`src/rtl/sram_read_arbiter_pkg.sv`:
```
// Shared types and default widths for the scene-SRAM read arbiter and its clients.
// Latency: n/a (declarations only).
// Backpressure: n/a (declarations only).
package sram_read_arbiter_pkg;

   // Defaults shared by face-fetch, vertex shader and the arbiter so widths and latency agree
   localparam int SRA_ADDR_W = 20;
   localparam int SRA_DATA_W = 60;
   localparam int SRA_LAT    = 3;

   typedef enum logic [0:0] {
      ST_IDLE  = 1'b0,
      ST_BURST = 1'b1
   } state_e;

   // Travels alongside each issued read so the returning word can be steered
   typedef struct packed {
      logic valid;
      logic port;
      logic last;
   } rd_tag_t;

endpackage

```
`src/rtl/sram_read_arbiter_rd_tag_pipe.sv`:
```
// Delays the per-read tag so it lines up with the SRAM data return.
// Latency: LAT+1 cycles from i_tag to o_tag (one for the registered strobe, LAT for the SRAM).
// Backpressure: none; shifts every cycle, reset drops every in-flight tag.
module rd_tag_pipe
   import sram_read_arbiter_pkg::*;
#(
   parameter int LAT = SRA_LAT
) (
   input  logic    clk,
   input  logic    srst_n,
   input  rd_tag_t i_tag,
   output rd_tag_t o_tag
);

   rd_tag_t r_stage [LAT+1];

   // Shift tags toward the tail each cycle; reset invalidates every stage
   always_ff @(posedge clk) begin
      if (!srst_n) begin
         for (int i = 0; i <= LAT; i++) begin
            r_stage[i] <= '0;
         end
      end else begin
         r_stage[0] <= i_tag;
         for (int i = 1; i <= LAT; i++) begin
            r_stage[i] <= r_stage[i-1];
         end
      end
   end

   assign o_tag = r_stage[LAT];

endmodule

```
`src/rtl/sram_read_arbiter.sv`:
```
// Round-robin arbiter sharing the scene-SRAM read port between face-fetch (0) and vertex fetch (1).
// Latency: accept at T -> beat k strobed at T+1+k, response at T+1+k+LAT.
// Backpressure: reqN_ready low while a burst holds the port; responses cannot be stalled.
module sram_read_arbiter
   import sram_read_arbiter_pkg::*;
#(
   parameter int ADDR_W = SRA_ADDR_W,
   parameter int DATA_W = SRA_DATA_W,
   parameter int LAT    = SRA_LAT
) (
   input  logic              clk,
   input  logic              srst_n,
   input  logic              req0_valid,
   input  logic [ADDR_W-1:0] req0_addr,
   input  logic [1:0]        req0_len,
   output logic              req0_ready,
   input  logic              req1_valid,
   input  logic [ADDR_W-1:0] req1_addr,
   input  logic [1:0]        req1_len,
   output logic              req1_ready,
   output logic              rsp0_valid,
   output logic [DATA_W-1:0] rsp0_data,
   output logic              rsp0_last,
   output logic              rsp1_valid,
   output logic [DATA_W-1:0] rsp1_data,
   output logic              rsp1_last,
   output logic              sram_rd,
   output logic [ADDR_W-1:0] sram_addr,
   input  logic [DATA_W-1:0] sram_rdata
);

   state_e            r_state;
   logic [1:0]        r_beats_left;
   logic [ADDR_W-1:0] r_addr;       // address of the next burst beat
   logic              r_port;
   logic              r_last_grant;
   logic              r_sram_rd;
   logic [ADDR_W-1:0] r_sram_addr;

   logic              w_idle;
   logic              w_gnt0;
   logic              w_gnt1;
   logic              w_acc;
   logic              w_acc_port;
   logic [ADDR_W-1:0] w_acc_addr;
   logic [1:0]        w_acc_len;
   logic              w_iss_vld;
   logic [ADDR_W-1:0] w_iss_addr;
   logic              w_iss_port;
   logic              w_iss_last;
   rd_tag_t           w_push;
   rd_tag_t           w_tail;

   // Arbitration: a lone requester wins, a tie goes to the port that did not win last
   always_comb begin
      w_idle     = (r_state == ST_IDLE);
      w_gnt0     = req0_valid & (~req1_valid | r_last_grant);
      w_gnt1     = req1_valid & (~req0_valid | ~r_last_grant);
      req0_ready = w_idle & w_gnt0;
      req1_ready = w_idle & w_gnt1;
      w_acc      = req0_ready | req1_ready;
      w_acc_port = req1_ready;
      w_acc_addr = req1_ready ? req1_addr : req0_addr;
      w_acc_len  = req1_ready ? req1_len  : req0_len;
   end

   // Beat to issue this cycle: beat 0 straight from the accepted request, later beats from burst state
   always_comb begin
      w_iss_vld  = w_acc | ~w_idle;
      w_iss_addr = w_idle ? w_acc_addr : r_addr;
      w_iss_port = w_idle ? w_acc_port : r_port;
      w_iss_last = w_idle ? (w_acc_len == 2'd0) : (r_beats_left == 2'd1);
   end

   // Burst FSM: hold the port and walk the address (wrapping modulo 2^ADDR_W) until the final beat
   always_ff @(posedge clk) begin
      if (!srst_n) begin
         r_state      <= ST_IDLE;
         r_beats_left <= 2'd0;
         r_addr       <= '0;
         r_port       <= 1'b0;
      end else begin
         case (r_state)
            ST_IDLE: begin
               if (w_acc && (w_acc_len != 2'd0)) begin
                  r_state      <= ST_BURST;
                  r_beats_left <= w_acc_len;
                  r_addr       <= w_acc_addr + ADDR_W'(1);
                  r_port       <= w_acc_port;
               end
            end
            default: begin
               r_addr       <= r_addr + ADDR_W'(1);
               r_beats_left <= r_beats_left - 2'd1;
               if (r_beats_left == 2'd1) begin
                  r_state <= ST_IDLE;
               end
            end
         endcase
      end
   end

   // Remember the last winner; reset value 1 lets port 0 win the first tie
   always_ff @(posedge clk) begin
      if (!srst_n) begin
         r_last_grant <= 1'b1;
      end else if (w_acc) begin
         r_last_grant <= w_acc_port;
      end
   end

   // Registered SRAM strobe; address holds its last value on idle cycles
   always_ff @(posedge clk) begin
      if (!srst_n) begin
         r_sram_rd   <= 1'b0;
         r_sram_addr <= '0;
      end else begin
         r_sram_rd <= w_iss_vld;
         if (w_iss_vld) begin
            r_sram_addr <= w_iss_addr;
         end
      end
   end

   assign sram_rd   = r_sram_rd;
   assign sram_addr = r_sram_addr;

   assign w_push.valid = w_iss_vld;
   assign w_push.port  = w_iss_port;
   assign w_push.last  = w_iss_last;

   rd_tag_pipe #(
      .LAT (LAT)
   ) u_tag_pipe (
      .clk    (clk),
      .srst_n (srst_n),
      .i_tag  (w_push),
      .o_tag  (w_tail)
   );

   // Steer the returning word by the tag that travelled with its read
   assign rsp0_valid = w_tail.valid & ~w_tail.port;
   assign rsp1_valid = w_tail.valid &  w_tail.port;
   assign rsp0_last  = rsp0_valid & w_tail.last;
   assign rsp1_last  = rsp1_valid & w_tail.last;
   assign rsp0_data  = sram_rdata;
   assign rsp1_data  = sram_rdata;

endmodule
```
`config.mk`:
```
export PLATFORM = sky130hd
export DESIGN_NAME = sram_read_arbiter
export DESIGN_NICKNAME = d
export VERILOG_FILES = /design/src/rtl/sram_read_arbiter_pkg.sv /design/src/rtl/sram_read_arbiter_rd_tag_pipe.sv /design/src/rtl/sram_read_arbiter.sv
export SDC_FILE = /design/constraint.sdc
export NUM_CORES = 1
export LEC_CHECK = 0
export ABC_CLOCK_PERIOD_IN_PS = 4300
export CAP_MARGIN = 20
export CORE_MARGIN = 1
export CORE_UTILIZATION = 35
export CTS_CLUSTER_SIZE = 16
export DETAILED_ROUTE_END_ITERATION = 16
export PLACE_DENSITY = 0.81
export SLEW_MARGIN = 20
export SYNTH_ARGS = -nofsm -noshare
export SYNTH_HDL_FRONTEND = slang
export SYNTH_SLANG_ARGS = --single-unit
export TNS_END_PERCENT = 100
```
`constraint.sdc`:
```
create_clock -name clk -period 4.3 [get_ports clk]
set_clock_uncertainty 0.2 [all_clocks]
set_input_delay 1.075 -clock clk [delete_from_list [all_inputs] [get_ports clk]]
set_output_delay 1.075 -clock clk [all_outputs]
set_load 0.05 [all_outputs]
```
==> results of run 1 <==
layout make-up:
| type | count | area, um2 |
|---|---|---|
| Clock inverter | 4 | 51.3 |
| Sequential cell | 57 | 1140 |
| Inverter | 6 | 22.5 |
| Multi-Input combinational cell | 316 | 2090 |
| Fill cell | 1194 | 7360 |
| Tap cell | 147 | 184 |
| Timing Repair Buffer | 93 | 903 |
| Clock buffer | 12 | 256 |
layout by cell type (no fill, tap or decap), types with 8 or more instances in the layout:
cell             netlist  layout
nand2b_1              15      15
dfxtp_1               57      56
nor2_1                41      41
xnor2_1                8       8
o21ai_0               29      29
clkbuf_16              0       9
clkdlybuf4s50_1        0      72
mux2i_1               28      28
nand3_1               11      11
nand2_1               44      44
buf_4                121      19
a21oi_1               35      35
and2_1                14      14
final timing paths:
path                            slack, ns                                  end                                start
worst max-delay path                 0.32                           req1_ready                           req1_valid
worst min-delay path                 0.23  u_tag_pipe.r_stage[0][6]$_SDFF_PN0_  u_tag_pipe.r_stage[0][3]$_SDFF_PN0_
worst max register to register       1.24               r_addr[8]$_SDFFE_PN0P_                   r_state$_SDFF_PN0_
worst min register to register       0.23  u_tag_pipe.r_stage[0][6]$_SDFF_PN0_  u_tag_pipe.r_stage[0][3]$_SDFF_PN0_
flip-flops by register name, summed over array words and instances, names as in the netlist:
signal	count
r_port	1
r_state	1
u_tag_pipe.r_stage	12
r_beats_left	2
sram_addr	20
r_addr	20
r_last_grant	1
routing by layer:
metal / global-route usage / up-vias
li1: - / 1602
met4: 0.0947 / 0
met3: 0.0503 / 42
met2: 0.289 / 179
met1: 0.196 / 1523
met5: 0 / -
synth_stat cells (3+ instances only):
cell / number / share of area
a211oi_1: 5 / 0.0087
a21oi_1: 35 / 0.041
and2_1: 14 / 0.020
and3_1: 5 / 0.0073
buf_2: 10 / 0.012
buf_4: 121 / 0.21
clkbuf_1: 10 / 0.0087
dfxtp_1: 57 / 0.26
inv_1: 6 / 0.0052
mux2i_1: 28 / 0.065
mux2i_4: 3 / 0.016
nand2_1: 44 / 0.038
nand2b_1: 15 / 0.022
nand3_1: 11 / 0.013
nor2_1: 41 / 0.036
nor3_1: 5 / 0.0058
nor4_2: 4 / 0.012
o21ai_0: 29 / 0.034
or3_1: 5 / 0.0073
xnor2_1: 8 / 0.016
xor2_1: 5 / 0.010
report_power, final:
group          switching [mW]  leakage, nW  internal, mW  total [mW]
combinational           0.362         1.16         0.256       0.618
sequential             0.0487        0.471         0.594       0.643
clock                   0.254        0.149         0.480       0.734
total                   0.665         1.78          1.33        2.00
cell families (layout without fill, tap and decap cells):
kind of cell | after synthesis | count (layout) | synth area share
simple gates | 160 | 160 | 0.197
buf+inv | 152 | 115 | 0.250
fa+ha+maj | 2 | 2 | 0.00581
flops | 57 | 57 | 0.265
compound gates | 106 | 106 | 0.163
mux | 35 | 35 | 0.0927
xor+xnor | 13 | 13 | 0.0264
through the flow:
stage / hold WS, ns / area, um2
after global placement: 0.215 / 4340
after CTS: 0.235 / 4650
after detailed placement: 0.221 / 4340
after floorplan: 0.212 / 4310
final: 0.231 / 4650
after global routing: 0.241 / 4650
==> impl_results.md, run 1 <==
- Outcome: finished clean
- Period utilisation layout: 0.926
- Total CTS buffers: 9
- 1st-pass router iterations: 5
- Main synth FF type: dfxtp_1
- Worst hold path class: reg2reg
- CP bufs+invs: 2
- Dpl ws: 0.0730 ns
- Setup violators final: 0
- Antenna diodes: 0
- P per Cell Area: 429 nW/um2
- I/O pin cnt: 255
- Share of cells above drive strength 1: 0.133
- Slew headroom: 0.535
- Vias per cell: 5.27
- Critical path endpoint category: output pin
- Avg Inst Size Synth: 8.20 um2
- Setup bufs post-CTS: 0
- Rows: 40
- Setup crit start kind: primary input
- Max clock buf depth: 2
- Hpwl dp: 8100 um
- Post-route insts no fill: 635
- Post-Syn Nets: 635
- Reg2reg path depth: 8
- GR Util All Layers: 0.172
- Worst path slowest cell: clkdlybuf4s50_1
- Final Hold Vio Count: 0
- Vias in the first global route: 3341
- DR top layer: met4
- RSZ-0062 raised after global routing: false
- CP arrival: 2.71 ns
- # resized after CTS: 0
- Seq/Total Area, Yosys: 0.265
- CTS tree: built
- CP Class: in2out
- Cells after DPL: 619
- Hold Crit Depth: 1
- Wire length on met3: 934 um
- CP required: 3.02 ns
- Worst path depth: 4
- PortBufs: 74
- Drt wl/cell: 17.2 um
- Pins Over Slew Limit: 0
- Pin count of the biggest net entering global routing: 63
- YS warnings: 0
- Residual DRC: 0
- DRT antenna net count: 0
- FF+latch count, synth: 57
- Core area: 12000 um2
- CP Max Fanout: 13
- Tot Pwr: 2.00 mW
- Max incr delay on CP: 0.59 ns
- Initial core utilization: 0.359
- Max VDD drop: 0.000223 V
- Hold buffers post-CTS: 0
- Clock sink count: 57
- Final worst slack: 0.320 ns
- Horiz. Die Dim: 113 um
- TNS Setup: 0 ns
- Yosys cell types: 67
- Layout area overhead: 7.93%
- Clock Pin Slew Worst Setup and Hold Paths: 0.05 ns
- Die H: 113 um
- # nets final: 593
- First-pass GRT wire length: 17100 um
- Min cycle time layout: 3.98 ns
- Initial DRC count: 281
- Grt total ovfl: 0
- Least-Margin Pin Slew: 0.693 ns
- CTS Root Cell: clkbuf_16
- Max-cap check violation count: 0
- Delay-heaviest family, CP: buffers and inverters
- Initial antenna violation count: 0
- Critical path cell sequence: clkdlybuf4s50_1 -> a21bo_1 -> nor2_1 -> buf_12
- Clk_lat worst skew: 0.33 ns
- Clock H-tree levels: 3
- Number of synthesized flops with an enable pin: 0
- Mapped Cells: 525
- Die area: 12800 um2
- Peak Freq: 251 MHz
- Routed via count: 3346
- Final core utilization: 0.387
- P_leak: 1.78 nW
- GPL Wtd Cong: 0.899
- M1 wire length: 4340 um
- Asr flop ratio synth: 0
- Met2 WL post-DR: 5180 um
- Detailed Route WL: 10900 um
- Synthesized area: 4310 um2
No activity file was read; power rests on OpenSTA's default activity.
==> run 2, diff against run 1 <==
- CTS_CLUSTER_DIAMETER: not set -> 80
==> results of run 2 <==
The final DEF is identical to that of run 1; final timing and power are the same.
